===== src/rtl/submarine_grid.sv =====
// submarine_grid: N x N submarine board loaded cell by cell with ship IDs.
// Tracks per-ship remaining hits and a shot map; resolves one shot every 2 cycles.
module submarine_grid #(
  parameter int unsigned GRID      = 6,
  parameter int unsigned MAX_SHIPS = 7,
  parameter int unsigned CW        = $clog2(GRID),
  parameter int unsigned IW        = $clog2(MAX_SHIPS + 1),
  parameter int unsigned SCW       = 8
) (
  input  logic           clk,
  input  logic           rst,
  input  logic           clear,
  input  logic           load_en,
  input  logic [CW-1:0]  load_x,
  input  logic [CW-1:0]  load_y,
  input  logic [IW-1:0]  load_id,
  input  logic           start,
  input  logic           cord_valid,
  input  logic [CW-1:0]  x,
  input  logic [CW-1:0]  y,
  output logic           busy,
  output logic           result_valid,
  output logic           hit,
  output logic           miss,
  output logic           rpt,
  output logic           invalid,
  output logic           sink,
  output logic [IW-1:0]  sink_id,
  output logic           done,
  output logic [SCW-1:0] shot_count
);
  localparam int unsigned Cells = GRID * GRID;
  localparam int unsigned AW    = $clog2(Cells);
  localparam int unsigned RW    = $clog2(Cells + 1);

  typedef enum logic [1:0] {StLoad, StPlay, StResolve, StDone} state_e;
  state_e state_q, state_d;

  logic [IW-1:0]      id_map_q [Cells];
  logic [Cells-1:0]   shot_map_q;
  logic [RW-1:0]      remain_q [MAX_SHIPS+1];
  logic [MAX_SHIPS:0] alive_q, alive_d;  // bit 0 is water and never set
  logic [CW-1:0]      sx_q, sy_q;

  logic          load_in, load_ok, shot_in, shot_seen;
  logic [AW-1:0] load_idx, shot_idx;
  logic [IW-1:0] shot_id;
  logic          r_hit, r_sink, r_done;

  always_comb begin
    load_in   = (32'(load_x) < GRID) && (32'(load_y) < GRID);
    load_idx  = load_in ? AW'(load_x) * AW'(GRID) + AW'(load_y) : '0;
    load_ok   = (state_q == StLoad) && load_en && load_in && (load_id != '0) &&
                (32'(load_id) <= MAX_SHIPS) && (id_map_q[load_idx] == '0);

    shot_in   = (32'(sx_q) < GRID) && (32'(sy_q) < GRID);
    shot_idx  = shot_in ? AW'(sx_q) * AW'(GRID) + AW'(sy_q) : '0;
    shot_id   = id_map_q[shot_idx];
    shot_seen = shot_map_q[shot_idx];
    r_hit     = shot_in && !shot_seen && (shot_id != '0);
    r_sink    = r_hit && (remain_q[shot_id] == RW'(1));

    alive_d = alive_q;
    if (load_ok) alive_d[load_id] = 1'b1;
    if ((state_q == StResolve) && r_sink) alive_d[shot_id] = 1'b0;
    r_done = r_sink && (alive_d == '0);
  end

  always_comb begin
    state_d = state_q;
    unique case (state_q)
      StLoad:    if (start) state_d = (alive_d == '0) ? StDone : StPlay;
      StPlay:    if (cord_valid) state_d = StResolve;
      StResolve: state_d = r_done ? StDone : StPlay;
      StDone:    state_d = StDone;
      default:   state_d = StLoad;
    endcase
  end

  assign busy = (state_q != StPlay);

  always_ff @(posedge clk) begin
    if (rst || clear) begin
      state_q <= StLoad;
      for (int unsigned i = 0; i < Cells; i++) id_map_q[i] <= '0;
      for (int unsigned k = 0; k <= MAX_SHIPS; k++) remain_q[k] <= '0;
      shot_map_q   <= '0;
      alive_q      <= '0;
      sx_q         <= '0;
      sy_q         <= '0;
      result_valid <= 1'b0;
      hit          <= 1'b0;
      miss         <= 1'b0;
      rpt          <= 1'b0;
      invalid      <= 1'b0;
      sink         <= 1'b0;
      sink_id      <= '0;
      done         <= 1'b0;
      shot_count   <= '0;
    end else begin
      state_q      <= state_d;
      alive_q      <= alive_d;
      // Result flags are single-cycle pulses
      result_valid <= 1'b0;
      hit          <= 1'b0;
      miss         <= 1'b0;
      rpt          <= 1'b0;
      invalid      <= 1'b0;
      sink         <= 1'b0;
      sink_id      <= '0;

      if (load_ok) begin
        id_map_q[load_idx] <= load_id;
        remain_q[load_id]  <= remain_q[load_id] + RW'(1);
      end
      if ((state_q == StLoad) && start && (alive_d == '0)) done <= 1'b1;

      if ((state_q == StPlay) && cord_valid) begin
        sx_q <= x;
        sy_q <= y;
      end

      if (state_q == StResolve) begin
        result_valid <= 1'b1;
        invalid      <= !shot_in;
        rpt          <= shot_in && shot_seen;
        miss         <= shot_in && !shot_seen && (shot_id == '0);
        hit          <= r_hit;
        sink         <= r_sink;
        sink_id      <= r_sink ? shot_id : '0;
        if (r_done) done <= 1'b1;
        if (shot_in) begin
          shot_map_q[shot_idx] <= 1'b1;
          if (shot_count != '1) shot_count <= shot_count + SCW'(1);
        end
        if (r_hit) remain_q[shot_id] <= remain_q[shot_id] - RW'(1);
      end
    end
  end

endmodule


===== config.mk =====
export PLATFORM = sky130hd
export DESIGN_NAME = submarine_grid
export DESIGN_NICKNAME = d
export VERILOG_FILES = /design/src/rtl/submarine_grid.sv
export SDC_FILE = /design/constraint.sdc
export NUM_CORES = 1
export LEC_CHECK = 0
export ABC_AREA = 1
export CAP_MARGIN = 20
export CORE_MARGIN = 1.5
export CORE_UTILIZATION = 40
export CTS_CLUSTER_SIZE = 14
export DETAILED_ROUTE_END_ITERATION = 7
export MAX_ROUTING_LAYER = met4
export PLACE_DENSITY_LB_ADDON = 0.15
export SLEW_MARGIN = 20
export SYNTH_ARGS = -nofsm -noshare
export SYNTH_HDL_FRONTEND = slang
export SYNTH_SLANG_ARGS = --single-unit
export TNS_END_PERCENT = 5

===== constraint.sdc =====
create_clock -name clk -period 3.9 [get_ports clk]
set_input_delay 0.39 -clock clk [delete_from_list [all_inputs] [get_ports clk]]
set_output_delay 0.39 -clock clk [all_outputs]
set_load 0.01 [all_outputs]

==> results of run 1 <==
[registers in the layout, summed over array words and instances, names as in the netlist, 2 cells and up]
register,flops
sy_q,3
state_q,2
shot_count,8
sink_id,3
id_map_q,192
remain_q,48
shot_map_q,36
sx_q,3
alive_q,8
[logic make-up (layout without fill, tap and decap cells)]
group,Yosys count,count (layout),synth area share [%]
buf+inv,315,625,8.115
xor+xnor,8,8,0.4243
compound gates,268,268,9.600
fa+ha+maj,18,18,1.546
simple gates,1108,1109,28.10
flops,310,310,52.13
other cells,1,6,0.02271
mux,1,1,0.06062
[what timing repair did]
| action | 4_1_cts | 5_1_grt |
|---|---|---|
| buffers inserted | 21 | 8 |
| gates resized for setup | 85 | 129 |
| setup endpoints to repair | 106 | 397 |
| hold buffers | 0 | 0 |
| cloned | 1 | 2 |
| pin swaps | 44 | 46 |
[power by group through the flow]
| stage | Sequential, mW | Clock (mW) | Combinational [mW] |
|---|---|---|---|
| 5_1_grt | 3.70 | 3.60 | 1.55 |
| 6_report | 3.70 | 3.43 | 1.44 |
| 3_3_place_gp | 3.76 | 0 | 1.20 |
| 2_1_floorplan | 3.73 | 0 | 0.626 |
| 3_5_place_dp | 3.76 | 0 | 1.20 |
| 4_1_cts | 3.69 | 3.48 | 1.30 |
[worst paths after layout]
path | endpoint | slack (ns) | depth (start not counted)
worst min-delay path | sx_q[0]$_SDFFE_PP0P_ | 0.44 | 3
worst max register to register | done$_SDFF_PP0_ | -0.46 | 27
worst max-delay path | done$_SDFF_PP0_ | -0.46 | 27
worst min register to register | shot_map_q[29]$_SDFFE_PP0P_ | 0.44 | 2
[layout by cell type, fill, tap and decap left out, drive strengths merged, types with 4 or more instances in the layout]
cell	instances
inv	236
buf	282
a22o	4
nor2	336
clkdlybuf4s50	39
nor3	21
a22oi	8
edfxtp	240
o211ai	19
nand3	113
xnor2	4
dfxtp	70
ha	14
a21oi	84
clkbuf	46
nand2	571
o22ai	12
o2bb2ai	4
nand4	53
xor2	4
conb	6
a211oi	5
nor4	4
clkinv	18
o21ai	108
fa	4
a221oi	15
[cell type report]
cell class	instances	area [um2]
fillers	3862	19160
clock buffers	45	998.5
clock inverters	23	193.9
repair buffers	322	2942
inverters	235	892.1
well taps	532	665.6
flip-flops and latches	310	8611
multi-input cells	1410	7277
[metrics by stage]
stage / TNS [ns] / setup WS (ns) / utilization [%] / std cells / hold slack [ns]
4_1_cts: -15.04 / -0.4289 / 51.73 / 2870 / 0.4253
2_1_floorplan: 0 / 0.02148 / - / 2034 / 0.4160
6_report: -19.65 / -0.4619 / 52.97 / 2877 / 0.4392
5_1_grt: -111.91 / -0.7027 / 52.97 / 2877 / 0.4552
3_3_place_gp: -179.08 / -0.8442 / 47.48 / 2780 / 0.4269
3_5_place_dp: -195.31 / -0.8763 / 47.49 / 2780 / 0.4340
[worst min-delay path: cells and delay by family]
kind | cells | cell delay [ns]
AND/OR/NAND/NOR | 2 | 0.16
buffers and inverters | 1 | 0.42
[routing by layer]
layer  up-vias  routed length (um)  GRT usage (%)
li1       7297                   -              -
met3       148                4087          3.784
met5         -                   0              -
met1      7328               24040          35.98
met4         0                2373          11.54
met2       614               26690          44.19
==> impl_metrics.env, run 1 <==
export IMPL_grt_max_degree=58
export IMPL_critPathRequiredTime_ns=4.38
export IMPL_tritoncts="done"
export IMPL_postSynth_asyncResetShare_pct=0
export IMPL_clock_power_share_pct=40.0
export IMPL_via_count_of_the_first_global_routing_pass=14740
export IMPL_grt_antenna_before_repair=0
export IMPL_fin_skew_ns=0.02500
export IMPL_drc_markers=0
export IMPL_routedWlPerCell_um=19.88
export IMPL_synth_lib_cells_used_distinct=54
export IMPL_num_antenna_cells=0
export IMPL_ctsHtreeMaxLevel=2
export IMPL_dp_final_hpwl_um=41290
export IMPL_p_comb_share_pct=16.8
export IMPL_drive_gt1_share_pct=22.35
export IMPL_crit_path_top_delay_cell="sky130_fd_sc_hd__fa_2"
export IMPL_violations="negative setup slack"
export IMPL_detail_route_wirelength_um=57190
export IMPL_route_antenna_remaining_nets=0
export IMPL_finalCritPeriodShare_pct=111.8
export IMPL_synth_seq_cells=310
export IMPL_timing_critical_path_fanout_max=12
export IMPL_finish_instance_area_mm2=0.02158
export IMPL_synth_common_cells="sky130_fd_sc_hd__nand2_1, sky130_fd_sc_hd__nor2_1, sky130_fd_sc_hd__edfxtp_1"
export IMPL_sw_share_pct=27.26
export IMPL_cts_root_buffer="sky130_fd_sc_hd__clkbuf_16"
export IMPL_grt_overall_usage_pct=27.88
export IMPL_post_synthesis_sequential_area_ratio_pct=52.13
export IMPL_floorplan_die_width_um=206.2
export IMPL_port_buffers=39
export IMPL_final_min_clock_period_ns=4.362
export IMPL_max_cap_viol_count=0
export IMPL_synth_avg_cell_area_um2=8.139
export IMPL_design_core_area_mm2=0.04074
export IMPL_ctsLongestPathBuffers=3
export IMPL_worst_hold_startpoint="x[0]"
export IMPL_finalHoldViolations=0
export IMPL_slowest_delay_ns=0.48
export IMPL_path_class="reg2reg"
export IMPL_critical_path_startpoint_type="flip-flop"
export IMPL_first_pass_grt_wire_length_um=86370
export IMPL_setup_viol_count_final=173
export IMPL_synth_top_cells_by_area="sky130_fd_sc_hd__edfxtp_1, sky130_fd_sc_hd__nand2_1, sky130_fd_sc_hd__dfxtp_1"
export IMPL_min_path_type="in2reg"
export IMPL_synth_edf_count=240
export IMPL_floorplan_initialDensity_pct=40.53
export IMPL_numCtsBuffers=37
export IMPL_crit_top_cell="sky130_fd_sc_hd__nor2_4"
export IMPL_floorplan_die_height_um=206.2
export IMPL_timing_fmax_mhz=229.3
export IMPL_dr_total_vias=15390
export IMPL_clk_pin_slew_ns=0.06
export IMPL_switching_power_mw=2.334
export IMPL_outcome="complete, but fails checks"
export IMPL_drt_first_pass_iters=8
export IMPL_vdd_ir_drop_worst_mv=0.3182
export IMPL_worst_skew_pair_later_pin_latency_ns=0.56
export IMPL_ioPinCount=40
export IMPL_transition_at_the_pin_with_the_smallest_max_transition_slack_ns=0.8437
export IMPL_floorplan_die_area_mm2=0.04251
export IMPL_post_layout_total_power_mw=8.562
export IMPL_timing_critical_path_buf_inv=4
export IMPL_post_synth_inst_count=2029
export IMPL_cts_num_sinks=310
export IMPL_postSynth_topFlopCell="sky130_fd_sc_hd__edfxtp_1"
export IMPL_power_report_internal_total_mw=6.228
export IMPL_final_net_count=2355
export IMPL_timing_critical_path_from="sx_q[0]$_SDFFE_PP0P_"
export IMPL_grt_overflow_total=0
export IMPL_rsz0062_at_grt="true"
export IMPL_synthDominantAreaCellType="sky130_fd_sc_hd__edfxtp_1"
export IMPL_power_per_cell_area_mw_per_mm2=396.8
export IMPL_r2r_start="sx_q[0]$_SDFFE_PP0P_"
export IMPL_yosysWarningCount=0
export IMPL_timing_critical_path_to_type="flip-flop"
export IMPL_fp_row_count=74
export IMPL_flow_area_growth_from_synthesis_pct=30.68
export IMPL_finalWorstSetupSlack_ns=-0.4619
export IMPL_synth_largest_type_area_fraction_pct=43.64
export IMPL_timing_final_max_slew_violations=0
export IMPL_yosys_cell_count_top_type="sky130_fd_sc_hd__nand2_1"
export IMPL_area_of_the_mapped_netlist_mm2=0.01651
export IMPL_post_dp_cell_area_mm2=0.01935
export IMPL_avgViaCountPerCell=5.348
export IMPL_critical_path_at_ns=4.85
export IMPL_total_leakage_power_nw=8.797
export IMPL_timing_critical_path_max_delay_family="simple AND/OR/NAND/NOR gates"
export IMPL_worst_slew_margin_rel_pct=43.75
export IMPL_seqPwrFrac_pct=43.2
export IMPL_gpl_final_weighted_congestion=1.026
export IMPL_drt_iter0_drc=1511
(Power assumes the default switching activity.)
==> inputs of run 2 (changes only) <==
ABC_CLOCK_PERIOD_IN_PS = 3900   (was not set)
==> results of run 2 <==
Same layout as run 1: the final DEF is identical, and so are final timing and power.
==> inputs of run 3 (changes only) <==
CORE_UTILIZATION = 57   (was 40)
PLACE_DENSITY_LB_ADDON = 0.08   (was 0.15)
==> impl_metrics.env, run 3 (synthesis results as in run 1) <==
export IMPL_grt_overflow_total=0
export IMPL_tritoncts="done"
export IMPL_num_antenna_cells=0
export IMPL_final_net_count=2350
export IMPL_drt_iter0_drc=1840
export IMPL_setup_viol_count_final=215
export IMPL_gpl_final_weighted_congestion=1.026
export IMPL_fp_row_count=62
export IMPL_via_count_of_the_first_global_routing_pass=15320
export IMPL_slowest_delay_ns=0.59
export IMPL_fin_hold_ws_ns=0.4465
export IMPL_crit_top_cell="sky130_fd_sc_hd__nand2_2"
export IMPL_min_path_type="reg2reg"
export IMPL_setup_reg_to_reg_worst_slack_ns=-0.69
export IMPL_grt_max_degree=57
export IMPL_timing_final_max_slew_violations=0
export IMPL_mostFrequentLayoutCells="sky130_fd_sc_hd__nand2_1, sky130_fd_sc_hd__nor2_1, sky130_fd_sc_hd__edfxtp_1, sky130_fd_sc_hd__buf_4, sky130_fd_sc_hd__inv_1"
export IMPL_outcome="complete, but fails checks"
export IMPL_ioPinCount=40
export IMPL_avgViaCountPerCell=5.783
export IMPL_clk_pin_slew_ns=0.06
export IMPL_grt_overall_usage_pct=37.74
export IMPL_layout_cells_most_common="sky130_fd_sc_hd__nand2_1"
export IMPL_total_leakage_power_nw=8.779
export IMPL_timing_critical_path_max_delay_family="simple AND/OR/NAND/NOR gates"
export IMPL_max_cap_viol_count=0
export IMPL_largest_register_ff_count=192
export IMPL_final_min_clock_period_ns=4.585
export IMPL_rr_worst_depth=31
export IMPL_timing_critical_path_buf_inv=6
export IMPL_floorplan_die_height_um=173.2
export IMPL_worst_hold_path_endpoint="shot_map_q[27]$_SDFFE_PP0P_"
export IMPL_timing_critical_path_to_type="flip-flop"
export IMPL_port_buffers=39
export IMPL_dr_total_vias=15720
export IMPL_crit_path_top_delay_cell="sky130_fd_sc_hd__fa_2"
export IMPL_layout_filler_cells=2115
export IMPL_vdd_ir_drop_worst_mv=0.4914
export IMPL_flow_area_growth_from_synthesis_pct=29.19
export IMPL_worst_skew_pair_later_pin_latency_ns=0.52
export IMPL_critPathRequiredTime_ns=4.35
export IMPL_finalHoldViolations=0
export IMPL_finalCritPeriodShare_pct=117.6
export IMPL_floorplan_die_width_um=173.2
export IMPL_routedWlPerCell_um=20.35
export IMPL_drt_first_pass_iters=6
export IMPL_floorplan_initialDensity_pct=57.69
export IMPL_largest_register="id_map_q"
export IMPL_critical_path_startpoint_type="flip-flop"
export IMPL_r2r_end="done$_SDFF_PP0_"
export IMPL_path_class="reg2reg"
export IMPL_finalWorstSetupSlack_ns=-0.6852
export IMPL_ctsLongestPathBuffers=3
export IMPL_detail_route_wirelength_um=55320
export IMPL_design_core_area_mm2=0.02863
export IMPL_transition_at_the_pin_with_the_smallest_max_transition_slack_ns=1.158
export IMPL_timing_critical_path_fanout_max=8
export IMPL_floorplan_die_area_mm2=0.03000
export IMPL_power_per_cell_area_mw_per_mm2=399.1
export IMPL_dp_final_hpwl_um=39270
export IMPL_drive_gt1_share_pct=22.24
export IMPL_utilization_pct=74.53
export IMPL_biggest_registers_after_layout="id_map_q x192, remain_q x48, shot_map_q x36"
export IMPL_drc_markers=0
export IMPL_worst_slew_margin_rel_pct=22.19
export IMPL_fin_skew_ns=0.01742
export IMPL_first_pass_grt_wire_length_um=84100
export IMPL_ctsHtreeMaxLevel=2
export IMPL_r2r_start="sx_q[0]$_SDFFE_PP0P_"
export IMPL_cts_root_buffer="sky130_fd_sc_hd__clkbuf_16"
export IMPL_timing_fmax_mhz=218.1
export IMPL_critical_path_at_ns=5.03
export IMPL_violations="negative setup slack"
export IMPL_rsz0062_at_grt="true"
export IMPL_grt_antenna_before_repair=0
export IMPL_hold_depth=2
export IMPL_numCtsBuffers=35
export IMPL_cts_num_sinks=310
export IMPL_route_antenna_remaining_nets=0
export IMPL_worst_hold_startpoint="shot_map_q[27]$_SDFFE_PP0P_"
run 3: cell count changes in the layout (fill, tap and decap cells not counted), moves of 4 or more:
cell,change
sky130_fd_sc_hd__clkinv_1,-5
sky130_fd_sc_hd__nor2_4,-4
sky130_fd_sc_hd__nor2_2,+7
sky130_fd_sc_hd__nand2_1,+7
sky130_fd_sc_hd__nand2_4,-4
sky130_fd_sc_hd__clkinv_2,-5
sky130_fd_sc_hd__nor2_1,-4
sky130_fd_sc_hd__nand3_2,+5
sky130_fd_sc_hd__nand3_1,-6
run 3: area by class of cell:
cell class / count / area (um2) / share of cell area [%]
clock buffer: 45 / 987.2 / 4.628
clock inverter: 15 / 187.7 / 0.8798
inverter: 235 / 899.6 / 4.217
multi-input combinational: 1409 / 7241 / 33.94
sequential: 310 / 8613 / 40.38
tap: 384 / 480.5 / 2.252
timing repair buffer: 320 / 2924 / 13.71
run 3: how the worst max path moves through the flow:
stage / from / slack [ns] / cells after the start / endpoint
global placement: sx_q[0]$_SDFFE_PP0P_ / -0.74 / 28 / done$_SDFF_PP0_
finish: sx_q[0]$_SDFFE_PP0P_ / -0.69 / 31 / done$_SDFF_PP0_
detailed placement: sx_q[0]$_SDFFE_PP0P_ / -0.85 / 28 / done$_SDFF_PP0_
global route: sx_q[0]$_SDFFE_PP0P_ / -0.84 / 30 / done$_SDFF_PP0_
floorplan: sx_q[0]$_SDFFE_PP0P_ / 0.02 / 28 / done$_SDFF_PP0_
CTS: sx_q[0]$_SDFFE_PP0P_ / -0.44 / 30 / done$_SDFF_PP0_
run 3: what timing repair did:
action                                  in CTS  in global routing
endpoints found under the setup margin     179                397
buffers inserted                            19                 11
gates resized for setup                     89                122
pin swaps                                   51                 54
gates cloned                                 1                  1
hold buffers                                 0                  0
run 3: power breakdown:
| group | total [mW] | internal [mW] | switching [mW] |
|---|---|---|---|
| sequential | 3.69 | 3.63 | 0.0554 |
| combinational | 1.45 | 0.577 | 0.871 |
| clock | 3.38 | 2.06 | 1.32 |
run 3: through the flow:
| step | setup slack (ns) | total power [mW] | TNS, ns | std cells | instance area [um2] |
|---|---|---|---|---|---|
| after global placement | -0.7421 | 4.922 | -193.65 | 2628 | 19130 |
| after CTS | -0.4445 | 8.351 | -19.00 | 2707 | 20790 |
| after detailed placement | -0.8530 | 4.937 | -216.22 | 2628 | 19130 |
| after global routing | -0.8379 | 8.743 | -100.17 | 2718 | 21330 |
| final | -0.6852 | 8.514 | -33.55 | 2718 | 21330 |
| after floorplan | 0.02148 | 4.355 | 0 | 2034 | 16560 |
run 3: routing by layer:
layer / track usage, % / vias to the layer above / wire (um)
li1: - / 7287 / -
met1: 48.07 / 7344 / 21450
met4: 16.81 / 0 / 2607
met5: - / - / 0
met2: 60.92 / 906 / 26080
met3: 4.715 / 180 / 5181
run 3: worst min-delay path, stage by stage (launching register included):
cell                      delay (ns)
sky130_fd_sc_hd__dfxtp_1        0.31
sky130_fd_sc_hd__inv_1          0.04
sky130_fd_sc_hd__a21oi_1        0.05
